===== src/rtl/color_pkg.sv =====
// rtl/color_pkg.sv - shared widths, mode encoding and reset code for the colour sequencer
package color_pkg;
  localparam int CODE_W = 3;
  localparam logic [CODE_W-1:0] CODE_RESET = 3'b000;

  typedef enum logic {
    MODE_MANUAL = 1'b0,
    MODE_AUTO   = 1'b1
  } mode_e;
endpackage


===== src/rtl/button_debouncer.sv =====
// rtl/button_debouncer.sv - 2-flop synchronizer, consecutive-sample debounce and registered rise pulse
module button_debouncer #(
  parameter int DEBOUNCE_CYCLES = 250000
) (
  input  logic clk,
  input  logic rst,
  input  logic btn_i,
  output logic press_o
);
  localparam int CW = $clog2(DEBOUNCE_CYCLES + 1);
  localparam logic [CW-1:0] CNT_LAST = CW'(DEBOUNCE_CYCLES - 1);

  logic          sync1_q, sync2_q;
  logic          level_q, level_d;
  logic          level_dly_q;
  logic          press_q;
  logic [CW-1:0] cnt_q, cnt_d;

  // Any cycle where the input agrees with the accepted level restarts qualification.
  always_comb begin
    cnt_d   = '0;
    level_d = level_q;
    if (sync2_q != level_q) begin
      if (cnt_q == CNT_LAST) begin
        level_d = ~level_q;
      end else begin
        cnt_d = cnt_q + CW'(1);
      end
    end
  end

  always_ff @(posedge clk) begin
    if (rst) begin
      sync1_q     <= 1'b0;
      sync2_q     <= 1'b0;
      level_q     <= 1'b0;
      level_dly_q <= 1'b0;
      press_q     <= 1'b0;
      cnt_q       <= '0;
    end else begin
      sync1_q     <= btn_i;
      sync2_q     <= sync1_q;
      level_q     <= level_d;
      level_dly_q <= level_q;
      press_q     <= level_q & ~level_dly_q;
      cnt_q       <= cnt_d;
    end
  end

  assign press_o = press_q;
endmodule


===== src/rtl/color_code_sequencer.sv =====
// rtl/color_code_sequencer.sv - MANUAL/AUTO mode FSM, auto-step prescaler and registered 3-bit colour code
module color_code_sequencer
  import color_pkg::*;
#(
  parameter int DEBOUNCE_CYCLES = 250000,
  parameter int AUTO_PERIOD     = 50000000
) (
  input  logic              clk,
  input  logic              rst,
  input  logic              btn_next,
  input  logic              btn_mode,
  output logic [CODE_W-1:0] code,
  output logic              code_strobe,
  output logic              auto_mode
);
  localparam int PW = (AUTO_PERIOD > 1) ? $clog2(AUTO_PERIOD) : 1;
  localparam logic [PW-1:0] PRE_LAST = PW'(AUTO_PERIOD - 1);

  logic              next_ev, mode_ev;
  logic              tc, inc;
  mode_e             mode_q, mode_d;
  logic [PW-1:0]     pre_q, pre_d;
  logic [CODE_W-1:0] code_q, code_d;
  logic              strobe_q, strobe_d;

  button_debouncer #(.DEBOUNCE_CYCLES(DEBOUNCE_CYCLES)) u_next_db (
    .clk    (clk),
    .rst    (rst),
    .btn_i  (btn_next),
    .press_o(next_ev)
  );

  button_debouncer #(.DEBOUNCE_CYCLES(DEBOUNCE_CYCLES)) u_mode_db (
    .clk    (clk),
    .rst    (rst),
    .btn_i  (btn_mode),
    .press_o(mode_ev)
  );

  // A next press and a terminal count landing together merge into one step.
  always_comb begin
    tc       = (mode_q == MODE_AUTO) && (pre_q == PRE_LAST);
    inc      = next_ev | tc;
    code_d   = code_q + CODE_W'(inc);
    strobe_d = inc;
    mode_d   = mode_q;
    pre_d    = '0;
    if (mode_ev) begin
      mode_d = (mode_q == MODE_AUTO) ? MODE_MANUAL : MODE_AUTO;
    end else if ((mode_q == MODE_AUTO) && !inc) begin
      pre_d = pre_q + PW'(1);
    end
  end

  always_ff @(posedge clk) begin
    if (rst) begin
      mode_q   <= MODE_MANUAL;
      pre_q    <= '0;
      code_q   <= CODE_RESET;
      strobe_q <= 1'b0;
    end else begin
      mode_q   <= mode_d;
      pre_q    <= pre_d;
      code_q   <= code_d;
      strobe_q <= strobe_d;
    end
  end

  assign code        = code_q;
  assign code_strobe = strobe_q;
  assign auto_mode   = (mode_q == MODE_AUTO);
endmodule


===== config.mk =====
export PLATFORM = sky130hd
export DESIGN_NAME = color_code_sequencer
export DESIGN_NICKNAME = d
export VERILOG_FILES = /design/src/rtl/color_pkg.sv /design/src/rtl/button_debouncer.sv /design/src/rtl/color_code_sequencer.sv
export SDC_FILE = /design/constraint.sdc
export NUM_CORES = 1
export LEC_CHECK = 0
export CAP_MARGIN = 20
export CORE_ASPECT_RATIO = 0.9
export CORE_UTILIZATION = 55
export CTS_BUF_LIST = sky130_fd_sc_hd__clkbuf_2
export DETAILED_ROUTE_END_ITERATION = 12
export GPL_TIMING_DRIVEN = 0
export PLACE_DENSITY = 0.79
export SETUP_SLACK_MARGIN = 0.15
export SYNTH_ARGS = -nofsm -noshare
export SYNTH_HDL_FRONTEND = slang
export SYNTH_SLANG_ARGS = --single-unit

===== constraint.sdc =====
create_clock -name clk -period 4.03 [get_ports clk]
set_input_delay 0.6045 -clock clk [delete_from_list [all_inputs] [get_ports clk]]
set_output_delay 0.6045 -clock clk [all_outputs]
set_load 0.05 [all_outputs]

# == Yosys cells after proc, flatten, opt, wreduce, memory -nomap -nowiden ==
# Cells that the tools add are included.
# classes
bitwise,10
reduce_logical,8
n_mux,1
n_addsub,4
eq_ne,5
# op_table
operator,count
18-bit by 1-bit adder with 18-bit output (second input constant),2
18-bit == test (second input constant),2
26-bit by 1-bit adder with 26-bit output (second input constant),1
26-bit == test (second input constant),1
3-bit OR reduction,3
1-bit NOT,7
2-bit AND reduction,2
3-bit by 1-bit adder with 3-bit output,1
1-bit AND,2
1-bit logical AND,2
1-bit != test,2
1-bit zero test,1
1-bit 2-to-1 mux,1
1-bit bitwise OR,1
# word_totals
reg_bits,77
elab_cells,44

# == Longest topological paths before layout ==
# Gate-level depths: netlist of the first run.
# logic_depth
depth_word,7
depth_mapped,9

# == By module ==
# Synthesis of the first run repeated with hierarchy kept, for this count alone.
# hier_totals
cells_unflattened,386
hier_area_um2,3544.6
# by_module_without_submodules
mod,seq_area_each_um2,cells_each,area_per_inst_um2,instances
button_debouncer,460.4,108,1013.5,2
color_code_sequencer,620.6,170,1517.7,1

# == Worst setup path before layout of the first run ==
# Ideal clock, no wire load.
# synth_path
path_type,reg-to-reg
from,"reg mode_q, in the netlist auto_mode"
to,"reg code_q[1], in the netlist code[1]"
path_stages_with_launch,8
required_ns,3.902
setup_ns,0.128
arrival_time_ns,1.957
path_slack_ns,1.945
path_cell_list,dfxtp_1 -> nor4bb_1 -> nand4_1 -> nor3_1 -> or2_2 -> ha_1 -> ha_1 -> nor2b_1
# synth_via
elab_chain_len,3
# synth_lines
item,line,text
"start, declared",color_code_sequencer.sv:21,"mode_e mode_q, mode_d;"
"start signal, assigned",color_code_sequencer.sv:62,mode_q <= mode_d;
1-bit logical AND,color_code_sequencer.sv:42,tc = (mode_q == MODE_AUTO) && (pre_q == PRE_LAST);
1-bit bitwise OR,color_code_sequencer.sv:43,inc = next_ev | tc;
via inc,color_code_sequencer.sv:20,"logic tc, inc;"
3-bit by 1-bit adder with 3-bit output,color_code_sequencer.sv:44,code_d = code_q + CODE_W'(inc);
via code_d[1],color_code_sequencer.sv:23,"logic [CODE_W-1:0] code_q, code_d;"
"end signal, assigned",color_code_sequencer.sv:64,code_q <= code_d;
"end, declared",color_code_sequencer.sv:23,
# The timed path passes the listed nets, and every way through them passes these cells.
# A chain may end at the register's enable or synchronous reset.

# == Final worst setup path of the first run ==
# layout_path
from,"reg mode_q, in the netlist auto_mode"
to,out auto_mode
# layout_rtl
item,line,text
"end, declared",color_code_sequencer.sv:14,output logic auto_mode
# No word-level cell between the ends.

==> results of run 1 <==
==> metrics by stage <==
step / hold WS, ns / util (%)
3_5_place_dp: 0.3738 / 61.56
4_1_cts: 0.3808 / 63.50
5_1_grt: 0.3765 / 63.50
2_1_floorplan: 0.3674 / -
6_report: 0.3876 / 63.50
3_3_place_gp: 0.3717 / 61.56
==> registers in the layout, summed over array words and instances (netlist names), 3 cells and up <==
name	flops
u_next_db.cnt_q	18
u_mode_db.cnt_q	18
code	3
pre_q	26
==> power by group through the flow <==
stage / Combinational, mW / Clock [mW] / Sequential [mW]
3_5_place_dp: 0.0141 / 0 / 0.782
3_3_place_gp: 0.0137 / 0 / 0.782
2_1_floorplan: 0.00826 / 0 / 0.782
6_report: 0.0138 / 0.407 / 0.767
4_1_cts: 0.0141 / 0.423 / 0.767
5_1_grt: 0.0160 / 0.454 / 0.768
==> final timing paths <==
check / start / endpoint / slack [ns]
max: auto_mode / auto_mode / 1.60
min: u_mode_db.level_dly_q / u_mode_db.press_o / 0.39
max reg2reg: pre_q[0] / code[1] / 1.85
min reg2reg: u_mode_db.level_dly_q / u_mode_db.press_o / 0.39
==> cell families after synthesis <==
family	Yosys count	share of synthesized area (%)
AND/OR/NAND/NOR	196	31.27
flip-flops	77	44.85
AO/OA/AOI/OAI	51	8.809
XOR/XNOR	37	9.428
buffers and inverters	22	3.240
adder cells (fa/ha/maj)	5	1.820
multiplexers	2	0.5825
==> cells in the mapped netlist, drive strengths merged <==
library cell,number
nand4,19
dfxtp,77
and3,7
and2,2
nand3,24
or3,18
and4bb,1
a21oi,22
mux2i,2
nor2b,10
or3b,1
o211ai,2
xnor2,24
nor2,46
xor2,13
ha,5
or4,13
o41ai,1
o21ba,1
nor4bb,1
nor3b,1
o21ai,15
or4b,1
nor3,12
buf,8
and4,4
nand2,23
inv,10
nor4,8
o31ai,10
nor4b,2
or2,3
clkbuf,4
==> area by class of cell <==
class / instances / area, um2 / area share, %
timing repair buffer: 8 / 80.08 / 2.153
clock inverter: 6 / 63.81 / 1.716
clock buffer: 10 / 50.05 / 1.346
buffer: 12 / 73.82 / 1.985
inverter: 10 / 37.54 / 1.009
tap: 70 / 87.58 / 2.355
sequential: 77 / 1541 / 41.45
multi-input combinational: 291 / 1784 / 47.98
==> metal layers <==
layer  global-route usage (%)  vias to the layer above
met1                    26.71                     1316
met4                    6.500                        0
met5                        0                        -
met3                    5.813                        2
li1                         -                     1444
met2                    35.40                       42
==> results, run 1 <==
- Wire segments on met2 add up to roughly 2900 um in the final route.
- The share of total power in sequential cells is between 60% and 70%.
- The post-synthesis net count is 399.
- The post-synthesis to final-layout area growth is 8.191%.
- The smallest clock period supported by the final layout is computed as between 2 and 2.5 ns.
- During synthesis, Yosys emitted a total of 0 warnings.
- The number of buffers added on ports is 8.
- In this run the static leakage power is between 1 and 1.5 nW.
- Among all stages on the critical path, the largest delay is contributed by sky130_fd_sc_hd__clkdlybuf4s50_1.
- Measured against its own limit, the worst slew margin works out to roughly 64%.
- The number of CTS-inserted buffers is 9.
- Once placement finished, the instance area stood at between 3000 and 4000 um2.
- The post-detailed-route wirelength per cell is roughly 13 um.
- The power share of the clock group is roughly a third.
- The final-report hold violation count is 0.
- Traced cell by cell, the critical path runs through clkdlybuf4s50_1.
- No sink is reached through more buffers than the 2 on the longest clock path.
- The initial antenna violation count was 0.
- The floorplan has 26 rows.
- In this run, synthesis produced a sequential element count of 77.
- The area share of the largest cell type after synthesis is 44.85%.
- The die span in y is 77.00 um.
- Cells with a size suffix above 1 make up 8.696% of the layout.
- In the layout the commonest cells are sky130_fd_sc_hd__dfxtp_1, sky130_fd_sc_hd__nor2_1, sky130_fd_sc_hd__xnor2_1.
- The tool flagged a number of max-cap violations equal to 0.
- The tree built by TritonCTS fans out to 77 sinks.
- The kind of cell adding the most delay to the critical path is buffers and inverters.
- Counting both buffers and inverters, the worst setup path holds a total of 1.
- The final worst-path cycle share is between 60% and 70%.
- Detailed placement finished with a half-perimeter wire length of 4444 um.
- The count of final max-slew check failures came to 0.
- The overall via count from detail_route is ~2800.
- The antenna diode count is 0.
- Synthesis instantiated 42 different standard cells from the library.
- The layout has between 500 and 600 filler cells.
- Per report_power, the combinational group accounts for between 1 and 1.5% of the total.
- The clock tree from TritonCTS is yes.
- The number of design rule violations left after detail routing is 0.
- The post-CTS clock slew at the launch and capture registers of the worst setup and hold paths is between 0.2 and 0.25 ns.
- The top-level port count is 9.
- Entering global routing, the biggest net connects 14 pins.
- The kind of capture point of the worst setup path is an output port.
- At the end of routability-driven placement, the weighted congestion stood at just over 0.8.
- Signal routing reaches up to met4.
- Data arrives at the worst endpoint at 1.82 ns.
- The number of instances on the worst hold path is 1.
- The root buffer cell chosen for the clock tree is sky130_fd_sc_hd__clkbuf_2.
- For this run, the top clock speed supported by timing is 0.4123 GHz.
- The flow ran to the end, and the final reports show no timing, DRC or antenna violations.
- The number of iterations in the first detailed-routing pass is 6.
- In the final design database the tool counted 418 nets.
- Along the worst path, the maximum fanout reaches 5.
- The clock arrives with approximately 0.025 ns of skew.
- The data required time of the critical path is roughly 3.4 ns.
- Dividing total power by cell area gives a power density of 319.3 nW/um2.
- The internal portion of the total power is between 0.9 and 1 mW.
- Sequential elements use 44.85% of the synthesized area.
- In this run the number of cells on the critical path is 1.
- For this block, wires on met1 add up to 3146 um.
- The die outline area is about 6600 um2.
- Using the TritonRoute via totals, the vias-per-cell ratio works out to between 5 and 6.
- The type of the worst min-delay path is register to register.
- Setup violations remaining at the end of the flow were counted as 0.
- Of all cell types, the one taking the most synthesized area is sky130_fd_sc_hd__dfxtp_1.
- The library cell used most frequently in the layout, excluding fill and tap cells, is sky130_fd_sc_hd__dfxtp_1.
- The total track usage is a little over a fifth.
- The die outline width is 85.33 um.
- The kind of critical path is register to output port.
- The post-cts repair resize count is 0.
- The maximum level of the CTS H-tree is 3.
- The detail route stage leaves a number of antenna-violating nets equal to 0.
- The number of DRC markers after the initial detailed-route iteration is 100.
- The category of the worst setup path launch point is a register.
- The switching part of the total is a little under a quarter.
- The starting utilization of the core area is 58.70%.
- The global-route wire length before repair is around 11000 um.
- The worst voltage drop across the vdd grid is 0.0002302 V.
- OpenSTA, run right after detailed placement, puts the worst setup slack at around 1.4 ns.
- For this run, the slowest stage of the critical path takes about 0.84 ns.
- Setup repair after global routing left no endpoint under its margin.
- Synthesis produced ~400 cells.
- The total power of the final layout is 1.187 mW.
- Summed over all nets, the switching power comes to between 0.2 and 0.3 mW.
- The via count of the first global-routing pass was between 2000 and 3000.
- The post-layout instance count excluding filler cells is around 480.
- The core outline area is between 5000 and 6000 um2.
- The hold buffer count at cts is 0.
- The wire length on met3 is just over 200 um.
- Summed over all failing endpoints, the final setup total negative slack is 0 ns.
- The measured slew at the worst slew-check pin is roughly 0.53 ns.
- Averaged over all synthesized cells, the footprint is a little under 9 um2.
- The buffer count from post-CTS setup fixing is 0.
- The design area is ~3700 um2.
- The later pin in the worst-skew pair is clocked with a latency of between 0.5 and 0.6 ns.
- The residual overflow from global routing is 0.
- The area of the mapped netlist is around 3400 um2.
- The count of placed standard cells including taps is ~470.
- By area the synthesized netlist is led by sky130_fd_sc_hd__dfxtp_1, sky130_fd_sc_hd__xnor2_1, sky130_fd_sc_hd__nor2_1, sky130_fd_sc_hd__nand3_1, sky130_fd_sc_hd__xor2_1.
- The cell count of the worst reg-to-reg path is 8.
- The slack of the critical path is ~1.6 ns.
- The aggregate routed wire length is ~6300 um.
Power figures use the tool's default switching activity.
==> inputs of run 2 (changes only) <==
Settings changed: PLACE_DENSITY 0.79 to 0.82.
Clock period 4.03 ns to 2 ns, I/O delays scaled along.
==> results, run 2 (same netlist as run 1, synthesis figures left out) <==
- The post-layout instance count excluding filler cells was 497 (+2.7%).
- The standard-cell row count is 26 (unchanged).
- The number of CTS-inserted buffers is 9 (unchanged).
- The count of final max-slew check failures is 0 (unchanged).
- The antenna violation net count after detailed routing was 0 (unchanged).
- The placer congestion estimate is 0.8280 (+2.5%).
- The count of max-cap constraint violations came to 0 (unchanged).
- The upper clock frequency limit is between 0.5 and 0.6 GHz.
- The kind of critical path is register to register.
- The final worst-path cycle share is a little over nine tenths.
- The worst register-to-register path begins at pre_q[18].
- The signal on the critical path passes through nor4bb_2 > nand4_1 > nor3_2 > or2_4 > ha_4 > ha_4 > nor2b_1.
- The largest registers in the layout are pre_q x26, u_mode_db.cnt_q x18, u_next_db.cnt_q x18.
- The post-detailed-route wirelength per cell is 14.75 um (+14%).
- The pin count of the biggest net entering global routing is 13 (-1).
- The estimated wirelength of the detail-placed design came to 4815 um (+8.3%).
- The die span in y is 77.00 um (unchanged).
- The aggregate routed wire length came to 7331 um (+17%).
- The library cell used most frequently in the layout, excluding fill and tap cells, is sky130_fd_sc_hd__dfxtp_1.
- The final-report hold violation count is 0 (unchanged).
- The die outline area is 6570 um2 (unchanged).
- In this run the critical register-to-register path is captured at code[1].
- Among the stages of the critical path, the cell type that occurs most often is sky130_fd_sc_hd__ha_4.
- The number of flip-flops in the largest register came to 26 (unchanged).
- The register with the most flip-flops in the final layout is pre_q.
- The total power per unit cell area came to 579.9 nW/um2 (+82%).
- The residual overflow from global routing is 0 (unchanged).
- The starting utilization of the core area is 58.70% (unchanged).
- The post-CTS clock slew at the launch and capture registers of the worst setup and hold paths came to 0.21 ns (about the same).
- The category of the worst setup path launch point is a register.
- The leakage power of the design is 1.201 nW (+10%).
- The clock period minus final worst setup slack is 1.967 ns.
- The die outline width was 85.33 um (unchanged).
- The measured slew at the worst slew-check pin is 0.7171 ns (+0.1909 ns).
- The total track usage is 23.42% (+2.2 points).
- Setup repair after global routing could not meet its margin everywhere.
- The fraction of final layout cells sized beyond drive strength 1 is 21.55% (+13 points).
- In this run the clock root is driven by a sky130_fd_sc_hd__clkbuf_2.
- The number of DRC markers after the initial detailed-route iteration is 109 (+9.0%).
- The post-place setup slack is -0.2844 ns (-1.728 ns).
- The core outline area is 5856 um2 (unchanged).
- The top-level port count is 9 (unchanged).
- The number of buffers added on ports came to 8 (unchanged).
- The kind of capture point of the worst setup path is a register.
- The overall via count from detail_route is 2959 (+5.5%).
- The worst relative slew slack came to 51.52% (-13 points).
- The initial antenna violation count is 0 (unchanged).
- The clock insertion delay at the later pin of the skew report came to 0.51 ns (about the same).
- The total of endpoints with negative setup slack in the final report is 0 (unchanged).
- The largest stage delay on the critical path is 0.41 ns (-0.43 ns).
- The launch point of the worst hold path is btn_mode.
- The count of clock tree sinks was 77 (unchanged).
- The maximum count of clock buffers along a single path is 2 (unchanged).
- The number of iterations in the first detailed-routing pass is 4 (-2).
- In the layout the commonest cells are sky130_fd_sc_hd__dfxtp_1, sky130_fd_sc_hd__nor2_1, sky130_fd_sc_hd__nand2_1, sky130_fd_sc_hd__xnor2_1, sky130_fd_sc_hd__a21oi_1.
- The clock skew after layout is 0.03218 ns (+0.006755 ns).
- The clock tree from TritonCTS is yes.
- The flow ran to the end, and the final reports show no timing, DRC or antenna violations.
- The number of design rule violations left after detail routing is 0 (unchanged).
- The number of instances on the worst hold path was 2 (+1).
- For hold timing, the worst endpoint is u_mode_db.sync1_q.
- The signal arrival time at the worst endpoint is 2.34 ns (+0.52 ns).
- The routed via count divided by cell count is 5.954 (+2.8%).
- The via count of the first global-routing pass is 2723 (+6.1%).
- The slack of the worst reg-to-reg path is 0.03 ns (-1.82 ns).
- The cell count of the worst reg-to-reg path is 7 (-1).
- The net count of the finished layout is 433 (+3.6%).
- The maximum level of the CTS H-tree is 3 (unchanged).
- The antenna diode count is 0 (unchanged).
- The area growth from synthesis to layout is 17.69%.
- The type of the worst min-delay path is input pin to register.
- The data required time of the critical path is 2.38 ns (-1.05 ns).
- The slack of the critical path is 0.03336 ns (-1.571 ns).
- The worst voltage drop across the vdd grid is 0.0003431 V (+49%).
- The global-route wire length before repair is 12280 um (+9.1%).
- The largest driver fanout on the critical path came to 7 (+2).
- The slowest stage of the critical path is the sky130_fd_sc_hd__dfxtp_4 cell.
- The count of placed standard cells including taps is 468 (unchanged).
==> run 2: changes by cell type in the layout (fill, tap and decap cells not counted), sizes merged <==
cell,change
buf,+15
clkbuf,-1
clkdlybuf4s50,-5
clkinv,-1
dlygate4sd2,+5
==> run 2: how the worst max path moves through the flow <==
stage                         end  depth (start not counted)  slack [ns]      start
4_1_cts                   code[1]                          7        0.11  pre_q[16]
2_1_floorplan             code[1]                          8        0.16   pre_q[1]
5_1_grt                 pre_q[23]                          5       -0.03   pre_q[5]
6_report                  code[1]                          7        0.03  pre_q[18]
3_3_place_gp   u_mode_db.cnt_q[7]                          6       -0.22        rst
3_5_place_dp   u_mode_db.cnt_q[5]                          6       -0.28        rst
==> run 2: area by class of cell <==
class	count	area [um2]
Buffer	12	91.34
Clock buffer	9	45.04
Clock inverter	5	53.80
Fill cell	446	1810
Inverter	10	37.54
Multi-Input combinational cell	291	1954
Sequential cell	77	1592
Tap cell	70	87.58
Timing Repair Buffer	23	183.9
==> run 2: what timing repair did <==
| action | CTS | global route |
|---|---|---|
| pin swaps | 4 | 13 |
| hold buffers | 0 | 0 |
| gates cloned | 0 | 1 |
| gates resized for setup | 37 | 33 |
| buffers inserted | 5 | 9 |
| endpoints found under the setup margin | 61 | 57 |
==> run 2: report_power, final <==
part | internal [mW] | switching [mW] | leakage [nW]
combinational | 0.0150 | 0.0185 | 0.507
sequential | 1.53 | 0.00270 | 0.636
clock | 0.269 | 0.510 | 0.0589
total | 1.81 | 0.532 | 1.20
==> run 2: stage by stage <==
stage	hold WS (ns)	total power [mW]	utilization [%]	cell area (um2)	TNS (ns)
detailed placement	0.3875	1.603	61.88	3623	-4.282
CTS	0.2642	2.380	65.98	3864	0
global route	0.2506	2.448	69.08	4045	-0.03756
finish	0.3041	2.346	69.08	4045	0
floorplan	0.3674	1.590	-	3456	0
global placement	0.3715	1.601	61.88	3623	-3.288
==> run 2: routing by layer <==
metal	vias to the layer above	global-route usage, %	part of all wire (%)	wire, um
met5	-	0	0	0
met2	52	38.87	50	3688
met3	9	8.288	3.8	281
li1	1477	-	-	-
met1	1421	28.28	45	3291
met4	0	7.667	0.95	70
==> run 2: worst max-delay path, delay by kind of cell (launching register included) <==
kind	cells	cell delay, ns
and+or+nand+nor	5	1.14
adders and majority gates	2	0.31
DFF	1	0.41
==> inputs of run 3 (changes only) <==
Settings changed: MAX_ROUTING_LAYER set to met4.
==> results, run 3 (same netlist as run 1, synthesis figures left out) <==
- The flow ran to the end, and the final reports show no timing, DRC or antenna violations.
- The largest driver fanout on the critical path is 8 (+1).
- The upper clock frequency limit was 0.5152 GHz (+1.3%).
- The die outline area is 6570 um2 (unchanged).
- The overall via count from detail_route is 2985 (+0.88%).
- The cell with the largest stage delay on the worst path is sky130_fd_sc_hd__or4_4.
- The wire length on met2 is 3704 um (+0.43%).
- The antenna diode count is 0 (unchanged).
- The hold buffer count at cts is 0 (unchanged).
- The initial antenna violation count is 0 (unchanged).
- The via count of the first global-routing pass came to 2729 (+0.22%).
- The share of total power in sequential cells is 65.3% (about the same).
- The post-place setup slack is -0.2844 ns (unchanged).
- The standard-cell row count is 26 (unchanged).
- More flip-flops sit in one register than any other, and that register is pre_q.
- The kind of capture point of the worst setup path is a register.
- The leakage power of the design came to 1.197 nW (-0.36%).
- The estimated wirelength of the detail-placed design is 4815 um (unchanged).
- The top cell types in the final layout, fill and taps aside, are sky130_fd_sc_hd__dfxtp_1, sky130_fd_sc_hd__nor2_1, sky130_fd_sc_hd__nand2_1, sky130_fd_sc_hd__xnor2_1, sky130_fd_sc_hd__a21oi_1.
- The largest stage delay on the critical path came to 0.59 ns (+0.18 ns).
- The slack of the critical path is 0.05916 ns (+0.02580 ns).
- The number of flip-flops in the largest register is 26 (unchanged).
- The routed via count divided by cell count is 6.018 (+1.1%).
- The post-detailed-route wirelength per cell is 14.88 um (+0.89%).
- The highest metal layer used by the detailed router is met4.
- The antenna violation net count after detailed routing was 0 (unchanged).
- The clock skew after layout is 0.03180 ns (-0.0003762 ns).
- The core utilization of the finished layout is 69.10% (about the same).
- The post-place instance area is 3623 um2 (unchanged).
- The wire length on met3 came to 396 um (+41%).
- The number of CTS-inserted buffers is 9 (unchanged).
- The net switching component of the power is 0.5337 mW (+0.40%).
- The total power per unit cell area was 580.1 nW/um2 (about the same).
- The clock tree from TritonCTS is yes.
- Traced cell by cell, the critical path runs through buf_6 > nand3_1 > or4_4 > or4_1 > a21oi_1.
- The critical path in this run is classified as register to register.
- The data required time of the critical path came to 2.44 ns (+0.06 ns).
- The worst relative slew slack is 52.42% (+0.90 points).
- The count of final max-slew check failures is 0 (unchanged).
- The fraction of final layout cells sized beyond drive strength 1 is 21.36% (-0.18 points).
- The net count of the finished layout came to 432 (-0.23%).
- The core outline area was 5856 um2 (unchanged).
- The worst voltage drop across the vdd grid is 0.0003429 V (about the same).
- The count of clock tree sinks is 77 (unchanged).
- The total track usage came to 24.09% (+0.67 points).
- The measured slew at the worst slew-check pin is 0.7038 ns (-0.01327 ns).
- The routed metal-1 wire length is 3212 um (-2.4%).
- The count of max-cap constraint violations is 0 (unchanged).
- The aggregate routed wire length is 7381 um (+0.68%).
- The count of placed standard cells including taps was 468 (unchanged).
- The design area was 4046 um2 (about the same).
- The tightest min-delay check is of the input pin to register type.
- The number of iterations in the first detailed-routing pass is 4 (unchanged).
- The global-route wire length before repair was 12270 um (about the same).
- The worst hold slack was 0.2959 ns (-0.008226 ns).
- The top-level port count is 9 (unchanged).
- The setup total negative slack came to 0 ns (unchanged).
- Setup repair after global routing could not meet its margin everywhere.
- The total of endpoints with negative setup slack in the final report is 0 (unchanged).
- The post-layout instance count excluding filler cells was 496 (-0.20%).
- The maximum count of clock buffers along a single path is 2 (unchanged).
- The maximum level of the CTS H-tree is 3 (unchanged).
- The placer congestion estimate is 0.8406 (+1.5%).
- The fraction of power consumed by combinational cells is 1.4% (about the same).
- The cell-internal power is 1.814 mW (about the same).
- CTS placed an instance of sky130_fd_sc_hd__clkbuf_2 at the clock tree root.
- The category of the worst setup path launch point is a register.
- The switching part of the total is 22.74% (+0.077 points).
- The die outline width is 85.33 um (unchanged).
- The post-CTS clock slew at the launch and capture registers of the worst setup and hold paths is 0.21 ns (about the same).
- The number of buffers added on ports is 8 (unchanged).
- The final-report hold violation count was 0 (unchanged).
- The number of design rule violations left after detail routing is 0 (unchanged).
- The most frequent standard cell in the layout excluding fill and tap cells is sky130_fd_sc_hd__dfxtp_1.
- The pin count of the biggest net entering global routing is 13 (unchanged).
- In the final layout, the registers with the most flip-flops are pre_q x26, u_mode_db.cnt_q x18, u_next_db.cnt_q x18.
- The signal arrival time at the worst endpoint is 2.38 ns (+0.04 ns).
- The clock period minus final worst setup slack came to 1.941 ns (-0.02580 ns).
- The layout filler cell count was 445 (-0.22%).
- The post-synthesis to final-layout area growth is 17.73% (about the same).
- The starting utilization of the core area came to 58.70% (unchanged).
- The slack of the worst reg-to-reg path is 0.06 ns (+0.03 ns).
- The number of DRC markers after the initial detailed-route iteration is 127 (+17%).
- The residual overflow from global routing is 0 (unchanged).
- The clock insertion delay at the later pin of the skew report is 0.52 ns (about the same).
- The die span in y is 77.00 um (unchanged).
- The power share of the clock group is 33.3% (about the same).
- The final worst-path cycle share came to 97.04% (-1.3 points).
- The total power of the final layout is 2.347 mW (about the same).
## run 3: per-layer routing
metal	vias to the layer above	track usage [%]
li1	1469	-
met1	1439	28.08
met2	69	39.11
met3	8	8.288
met4	0	7.667
met5	-	-
## run 3: timing repair
action | CTS | global route
gates cloned | 0 | 1
setup buffers | 5 | 8
resized for setup | 37 | 34
setup endpoints to repair | 61 | 57
pin swaps | 4 | 13
## run 3: final timing paths
path	start	endpoint	cells after the start
setup / recovery	pre_q[5]	pre_q[23]	5
hold / removal	btn_mode	u_mode_db.sync1_q	2
setup reg to reg	pre_q[5]	pre_q[23]	5
hold reg to reg	u_next_db.level_dly_q	u_next_db.press_o	1
## run 3: final cells by class
| cell class | count | area, um2 | share of cell area (%) |
|---|---|---|---|
| repair buffers | 22 | 176.4 | 4.360 |
| inverters | 10 | 37.54 | 0.9276 |
| clock buffers | 9 | 45.04 | 1.113 |
| flip-flops and latches | 77 | 1592 | 39.33 |
| clock inverters | 5 | 53.80 | 1.330 |
| plain buffers | 12 | 91.34 | 2.257 |
| multi-input cells | 291 | 1963 | 48.52 |
| well taps | 70 | 87.58 | 2.165 |
## run 3: critical path: cells and delay by family (launching register included)
| family | cells | cell delay, ns |
|---|---|---|
| buffers and inverters | 1 | 0.14 |
| flip-flops | 1 | 0.37 |
| AND/OR/NAND/NOR | 3 | 1.20 |
| AO/OA/AOI/OAI | 1 | 0.15 |
## run 3: power groups by stage
stage / combinational [mW] / clock, mW / sequential, mW
2_1_floorplan: 0.0166 / 0 / 1.57
3_3_place_gp: 0.0276 / 0 / 1.57
3_5_place_dp: 0.0289 / 0 / 1.57
4_1_cts: 0.0316 / 0.808 / 1.54
5_1_grt: 0.0361 / 0.875 / 1.54
6_report: 0.0325 / 0.782 / 1.53
